`config.mk`:
```
export PLATFORM = sky130hd
export DESIGN_NAME = bcd_sub_serial
export DESIGN_NICKNAME = d
export VERILOG_FILES = /design/src/rtl/bcd_pkg.sv /design/src/rtl/bcd_digit_sub.sv /design/src/rtl/bcd_sub_serial.sv
export SDC_FILE = /design/constraint.sdc
export NUM_CORES = 1
export LEC_CHECK = 0
export CAP_MARGIN = 20
export CORE_AREA = 2 2 74 104
export DETAILED_ROUTE_END_ITERATION = 7
export DIE_AREA = 0 0 76 106
export PLACE_DENSITY_LB_ADDON = 0.15
export SLEW_MARGIN = 10
export SYNTH_ARGS = -nofsm -noshare
export SYNTH_HDL_FRONTEND = slang
export SYNTH_SLANG_ARGS = --single-unit
export TNS_END_PERCENT = 20
```
`constraint.sdc`:
```
create_clock -name clk -period 5.2 [get_ports clk]
set_clock_uncertainty 0.15 [all_clocks]
set_input_delay 0.78 -clock clk [delete_from_list [all_inputs] [get_ports clk]]
set_output_delay 0.78 -clock clk [all_outputs]
set_load 0.05 [all_outputs]
```
`src/rtl/bcd_pkg.sv`:
```
// Shared definitions for the decimal arithmetic datapath: digit width,
// largest legal BCD digit, subtractor FSM states and a digit-legality helper.
package bcd_pkg;

  localparam int BCD_W = 4;
  localparam logic [BCD_W-1:0] BCD_MAX = 4'd9;

  typedef enum logic [1:0] {
    IDLE,
    SUB,
    CMP
  } state_t;

  function automatic logic digit_valid(input logic [BCD_W-1:0] dig);
    return dig <= BCD_MAX;
  endfunction

endpackage

```
`src/rtl/bcd_digit_sub.sv`:
```
// Single BCD digit subtractor: d = x - y - bin.
// A negative result is folded back into the range 0..9 and reported as a borrow.
module bcd_digit_sub
  import bcd_pkg::*;
(
  input  logic [BCD_W-1:0] x,
  input  logic [BCD_W-1:0] y,
  input  logic             bin,
  output logic [BCD_W-1:0] d,
  output logic             bout
);

  logic signed [BCD_W:0] t;

  // The range is -10..9, so five signed bits hold it; the +10 wraps modulo 16.
  always_comb begin
    t    = signed'({1'b0, x}) - signed'({1'b0, y}) - signed'({{BCD_W{1'b0}}, bin});
    bout = t[BCD_W];
    d    = bout ? (t[BCD_W-1:0] + BCD_W'(10)) : t[BCD_W-1:0];
  end

endmodule

```
`src/rtl/bcd_sub_serial.sv`:
```
// Digit-serial packed-BCD subtractor returning |a-b| and a sign flag.
// When the first pass borrows out, a ten's-complement pass turns the result into a magnitude.
module bcd_sub_serial
  import bcd_pkg::*;
#(
  parameter int NDIG = 4
) (
  input  logic                  clk,
  input  logic                  rst_n,
  input  logic                  start,
  input  logic [4*NDIG-1:0]     a,
  input  logic [4*NDIG-1:0]     b,
  output logic                  busy,
  output logic                  done,
  output logic [4*NDIG-1:0]     diff,
  output logic                  neg,
  output logic                  invalid
);

  localparam int IW = (NDIG > 1) ? $clog2(NDIG) : 1;
  localparam logic [IW-1:0] LAST_IDX = IW'(NDIG - 1);

  state_t                state_q, state_d;
  logic [4*NDIG-1:0]     a_q, a_d;
  logic [4*NDIG-1:0]     b_q, b_d;
  logic [4*NDIG-1:0]     diff_q, diff_d;
  logic [IW-1:0]         idx_q, idx_d;
  logic                  borrow_q, borrow_d;
  logic                  neg_q, neg_d;
  logic                  invalid_q, invalid_d;
  logic                  done_q, done_d;

  logic                  ops_valid;
  logic [BCD_W-1:0]      sub_x, sub_y, sub_d;
  logic                  sub_bout;
  logic                  last;

  always_comb begin
    ops_valid = 1'b1;
    for (int i = 0; i < NDIG; i++) begin
      if (!digit_valid(a_q[i*BCD_W +: BCD_W]) || !digit_valid(b_q[i*BCD_W +: BCD_W])) begin
        ops_valid = 1'b0;
      end
    end
  end

  // The complement pass reuses the same digit slice as 0 - diff_i - borrow.
  always_comb begin
    sub_x = (state_q == CMP) ? '0 : a_q[idx_q*BCD_W +: BCD_W];
    sub_y = (state_q == CMP) ? diff_q[idx_q*BCD_W +: BCD_W] : b_q[idx_q*BCD_W +: BCD_W];
  end

  bcd_digit_sub u_digit (
    .x    (sub_x),
    .y    (sub_y),
    .bin  (borrow_q),
    .d    (sub_d),
    .bout (sub_bout)
  );

  assign last = (idx_q == LAST_IDX);

  always_comb begin
    state_d   = state_q;
    a_d       = a_q;
    b_d       = b_q;
    diff_d    = diff_q;
    idx_d     = idx_q;
    borrow_d  = borrow_q;
    neg_d     = neg_q;
    invalid_d = invalid_q;
    done_d    = 1'b0;

    case (state_q)
      IDLE: begin
        if (start) begin
          a_d       = a;
          b_d       = b;
          idx_d     = '0;
          borrow_d  = 1'b0;
          diff_d    = '0;
          neg_d     = 1'b0;
          invalid_d = 1'b0;
          state_d   = SUB;
        end
      end

      SUB: begin
        // Operands are stable while busy, so checking on the first SUB edge suffices.
        if (!ops_valid) begin
          invalid_d = 1'b1;
          diff_d    = '0;
          neg_d     = 1'b0;
          done_d    = 1'b1;
          state_d   = IDLE;
        end else begin
          diff_d[idx_q*BCD_W +: BCD_W] = sub_d;
          borrow_d = sub_bout;
          idx_d    = idx_q + 1'b1;
          if (last) begin
            idx_d    = '0;
            borrow_d = 1'b0;
            if (sub_bout) begin
              neg_d   = 1'b1;
              state_d = CMP;
            end else begin
              done_d  = 1'b1;
              state_d = IDLE;
            end
          end
        end
      end

      CMP: begin
        diff_d[idx_q*BCD_W +: BCD_W] = sub_d;
        borrow_d = sub_bout;
        idx_d    = idx_q + 1'b1;
        if (last) begin
          idx_d    = '0;
          borrow_d = 1'b0;
          done_d   = 1'b1;
          state_d  = IDLE;
        end
      end

      default: state_d = IDLE;
    endcase
  end

  always_ff @(posedge clk or negedge rst_n) begin
    if (!rst_n) begin
      state_q   <= IDLE;
      a_q       <= '0;
      b_q       <= '0;
      diff_q    <= '0;
      idx_q     <= '0;
      borrow_q  <= 1'b0;
      neg_q     <= 1'b0;
      invalid_q <= 1'b0;
      done_q    <= 1'b0;
    end else begin
      state_q   <= state_d;
      a_q       <= a_d;
      b_q       <= b_d;
      diff_q    <= diff_d;
      idx_q     <= idx_d;
      borrow_q  <= borrow_d;
      neg_q     <= neg_d;
      invalid_q <= invalid_d;
      done_q    <= done_d;
    end
  end

  assign busy    = (state_q != IDLE);
  assign done    = done_q;
  assign diff    = diff_q;
  assign neg     = neg_q;
  assign invalid = invalid_q;

endmodule

```
Word-level counts from Yosys, hierarchy flattened. Index checks and enable logic that the tools add are counted.

$add $sub $neg: 5. $lt $le $gt $ge: 8. Eq/ne operators: 9. Shift operators: 5. Muxes and demuxes: 36. Reductions and logical operators: 22.

Operators by type and width (count): $pmux W16 S3 (1); $shiftx A16 B5 Y4 (3); $neg A4 Y34 (1); $shift A4 B34 Y16 const A (1); $shiftx A4 B34 Y16 (1); $le A4 B4 Y1 const B (8); $mux W16 (2); $bwmux W16 (1); $mux W2 (8); $mux W1 (15); $mux W4 (3); $pmux W2 S3 (2); $reduce_and A3 Y1 (3); $logic_not A1 Y1 (8); $ne A2 B2 Y1 const B (4); $pmux W1 S2 (3); $sub A4 B4 Y5 (1); $sub A5 B2 Y5 (1); $add A4 B4 Y4 const B (1); $eq A2 B2 Y1 const B (2); $logic_or A1 B1 Y1 (4); $reduce_and A2 Y1 (2); $reduce_and A4 Y1 (1); $reduce_bool A2 Y1 (2); other kinds (7) (7).

Register bits: 56. Output and inout bits: 20. Logic and storage cells: 94.

Logic depth before layout (Yosys ltp).
Depth after elaboration: 10. Gate-level depth with buffers: 15. Depth with buffers taken out: 14.

By module. A second synthesis with hierarchy kept.

Cells, all modules: 276. Area, all modules: 3251.9 µm².

By module, submodules not included: bcd_sub_serial (instances 1, cells an instance 244, area an instance 2977.9 µm²); bcd_digit_sub (instances 1, cells an instance 32, area an instance 274.0 µm²).

Worst setup path after synthesis. Ideal clock, no wire load.

Path kind: reg-to-reg. Start point: reg state_q[0]. End point: reg diff_q[3], in the netlist diff[3]. Arrival: 3.652 ns. Data required time: 4.912 ns. Setup slack: 1.259 ns. Stages on the path, launching flop included: 16. Period minus slack after synthesis: 3.941 ns. Cells stage by stage: dfrtp_1 > inv_1 > ha_1 > clkbuf_1 > mux4_2 > nand2_1 > nand2_1 > fa_1 > fa_1 > xnor2_1 > ha_1 > nor3_1 > a41oi_1 > o211ai_1 > xor2_1 > o22ai_1.

Word-level cells in the longest chain between the ends: 10. Elaborated cells between the ends (all ways): 16.

Ends and longest elaborated chain: from (decl) (RTL line bcd_sub_serial.sv:23) `state_t state_q, state_d;`; from (signal assigned) (RTL line bcd_sub_serial.sv:142) `state_q <= state_d;`; $eq A2 B2 Y1 (RTL line bcd_sub_serial.sv:49, bcd_sub_serial.sv:50, bcd_sub_serial.sv:74); $mux W4, on equally long branches (RTL line bcd_sub_serial.sv:49, bcd_sub_serial.sv:50); $sub A4 B4 Y5 (RTL line bcd_digit_sub.sv:17) `t = signed'({1'b0, x}) - signed'({1'b0, y}) - signed'({{BCD_W{1'b0}}, bin});`; $sub A5 B2 Y5 (RTL line bcd_digit_sub.sv:17); $add A4 B4 Y4 (RTL line bcd_digit_sub.sv:19) `d = bout ? (t[BCD_W-1:0] + BCD_W'(10)) : t[BCD_W-1:0];`; $mux W4 (RTL line bcd_digit_sub.sv:19); $shiftx A4 B34 Y16 (RTL line bcd_sub_serial.sv:97, bcd_sub_serial.sv:115); $bwmux W16 (RTL line bcd_sub_serial.sv:97, bcd_sub_serial.sv:115); $mux W16 (RTL line bcd_sub_serial.sv:90) `if (!ops_valid) begin`; $pmux W16 S3 (RTL line bcd_sub_serial.sv:74) `case (state_q)`; to (signal assigned) (RTL line bcd_sub_serial.sv:145) `diff_q <= diff_d;`; to (decl) (RTL line bcd_sub_serial.sv:26) `logic [4*NDIG-1:0] diff_q, diff_d;`.

Parallel ways exist; a longest one is shown, timed or not. A chain may end at the register's enable or synchronous reset.

Final worst setup path. Ends and elaborated chain as after synthesis.

==> summary.txt <==
Placement
  – Routability cong.: 0.909
  – Area after DPL: 3760 µm²
  – PortBufs: between 50 and 60
  – DP Wirelength: 5670 µm

Pwr
  – LEAKAGE: 1.59 nW
  – Maximum vdd drop: 0.000508 V
  – Tot Pwr: 2.73 mW
  – Pwr dens: 708 nW/µm²

Clock tree
  – Num Clock Sinks: 56
  – H-tree depth: 2
  – Total setup buffers inserted after CTS: 0
  – Post-CTS sizing: 0
  – Post-CTS Hold Buffers: 0
  – TritonCTS clock tree: yes
  – CTS Buf Count: 5
  – Clock root buffer: clkbuf_8
  – Skew-Pair Late Insertion Delay: 0.32 ns
  – Clock transition at path regs: 0.11 ns
  – CTS Buffer Depth: 2

Setup path
  – Crit path from: state_q[0]
  – Critical path type: reg2reg
  – Worst reg2reg path depth: 14
  – Reg2reg setup slack: around 0.91 ns
  – Crit. End Element: flop
  – RR Endpoint: diff[3]
  – Worst setup path endpoint: diff[3]
  – Worst r2r src: state_q[0]
  – Max FO, Critical Path: 11
  – Startpoint Class: flop
  – Arrival time worst endpoint: approximately 4.3 ns
  – Req. time, crit path: between 5 and 6 ns

Global route
  – Largest net degree at the start of global routing: 57
  – Initial antenna violation count: 0
  – Vias in the first global route: ~2,500
  – Global-route wire length before repair: 12,500 µm
  – GR Util All Layers: 19.7%
  – GRT overflow: 0

Floorplanning
  – Cell row count: 37
  – Ports: 55
  – Initial core utilization: 43.3%
  – Die Height: 106 µm
  – Core area: 7180 µm²
  – Die ar.: 8060 µm²
  – Horiz. Die Dim: 76 µm

Run
  – Max Cap Violations: 0

STA
  – Slew Limit Fails: 0
  – Worst-margin pin slew: 0.815 ns
  – Max Fclk: 0.233 GHz
  – Final worst path period share: 82.5%
  – RSZ-0062 raised after global routing: false
  – Fin. Hold Viols: 0
  – Slew HR: 45.3%
  – Setup TNS: 0 ns
  – Hold WS: approximately 0.36 ns
  – Min cycle time layout: 4.29 ns
  – Final setup violating endpoints: 0

Finish
  – Layout cells sized above 1: around a fifth
  – Design Area, Final: a little under 4000 µm²
  – Area grow syn2layout: 24.0%
  – Ant. Diodes: 0
  – Nets@finish: 375

Route
  – Starting DRC count in detailed routing: 150
  – Vias: 2,323
  – Routed len/inst: approximately 18 µm
  – DR DRC count: 0
  – Vias/cell: ~5.5
  – Detailed Routing Iterations Pass 1: 4
  – Final wirelength: 7370 µm
  – Antenna Nets Post-Route: 0

Synthesis
  – Cells after Synth: 264
  – Yosys reg bits: 56
  – Avg Cell Area, Syn: 11.8 µm²
  – Synth async-reset ratio: 100%
  – Cell area after synthesis: ~3100 µm²
  – Count of different cell masters after synthesis: 44
  – Dominant cell type by area after synthesis: dfrtp_1
  – Sequential area share after synthesis: approximately 45%
  – Yosys warnings: 0
  – Synth area leaders: dfrtp_1 45%, mux2_2 13%, ha_1 6.4%
  – Synth Flop Type: dfrtp_1
  – Syn nets: 317
  – EDFF count, synth: 0
  – Share of the synthesized area in the top cell type: 45.1%

Min path
  – Worst Hold Class: reg2reg

Run status
  – Status: finished clean
==> metrics by stage <==
| step | std cells | worst slack, ns | utilization, % |
|---|---|---|---|
| after floorplan | 264 | 1.26 | - |
| after global placement | 412 | 1.07 | 52.4 |
| after detailed placement | 412 | 0.987 | 52.4 |
| after CTS | 420 | 0.911 | 53.7 |
| after global routing | 420 | 0.613 | 53.7 |
| final | 420 | 0.909 | 53.7 |
==> cell usage after synthesis, types with 3 or more instances <==
master and instances:
dfrtp_1 56, nor3_1 4, nand3_1 4, xnor2_1 3
mux2i_1 7, o22ai_1 13, buf_1 3, o2bb2ai_1 4
inv_1 27, ha_1 16, nand2_1 21, nor2_1 5
nand2b_1 4, clkbuf_1 3, mux2_2 35, a21oi_1 4
mux4_2 8, o21ai_2 3, o21ai_0 11
==> final cells by class <==
class / instances / area [µm²]
Fill cell: 669 / 3320
Multi-Input combinational cell: 173 / 1570
Sequential cell: 56 / 1400
Timing Repair Buffer: 58 / 566
Tap cell: 97 / 121
Inverter: 28 / 105
Clock buffer: 5 / 68.8
Clock inverter: 3 / 26.3
==> report_power, final <==
part / internal (mW) / total (mW) / switching [mW]
Sequential: 0.585 / 0.701 / 0.115
Combinational: 0.765 / 1.77 / 1.01
Clock: 0.0984 / 0.253 / 0.155
==> metal layers <==
| layer | global-route usage, % | routed length (µm) | vias up |
|---|---|---|---|
| met5 | 0 | 0 | - |
| met4 | 8.18 | 233 | 0 |
| met3 | 2.55 | 333 | 17 |
| met2 | 36.5 | 3920 | 71 |
| met1 | 23.0 | 2880 | 1162 |
| li1 | - | - | 1073 |
==> cells in the final DEF (no fill, tap or decap), drive strengths merged, types with 3 or more instances in the layout <==
cell            n
nand2          21
clkdlybuf4s50  53
a21oi           4
nand3           4
o2bb2ai         4
ha             16
mux2i           7
o21ai          16
dfrtp          56
nand2b          4
nor3            4
buf             5
nor2            5
xnor2           3
mux4           10
o22ai          13
mux2           35
inv            28
clkbuf          5
==> worst min path at each step <==
stage	from	end	slack, ns	cells after the start
2_1_floorplan	a_q[8]	a_q[8]	0.32	1
3_3_place_gp	a_q[8]	a_q[8]	0.33	1
3_5_place_dp	a_q[8]	a_q[8]	0.34	1
4_1_cts	a_q[8]	a_q[8]	0.36	1
5_1_grt	b_q[4]	b_q[4]	0.38	1
6_report	a_q[8]	a_q[8]	0.36	1
==> worst max-delay path, cell delays in order (launching register included) <==
cell      delay (ns)
dfrtp_1         0.43
inv_1           0.11
ha_1            0.52
mux4_2          0.57
nand2_1         0.08
nand2_1         0.08
fa_1            0.44
fa_1            0.49
xnor2_1         0.18
ha_1            0.22
nor3_1          0.18
a41oi_1         0.07
o211ai_1        0.20
xor2_1          0.33
o22ai_1         0.11
==> state kept, by name (all words and copies together), names as in the netlist <==
register  flops
idx_q         2
a_q          16
b_q          16
done          1
borrow_q      1
neg           1
diff         16
state_q       2
invalid       1
==> cells by family after synthesis <==
kind of cell / synth area share, %
xor+xnor: 1.13
compound gates: 11.1
simple gates: 8.05
mux: 22.4
fa+ha+maj: 7.73
flops: 45.1
buf+inv: 4.55
(Power assumes the default switching activity.)
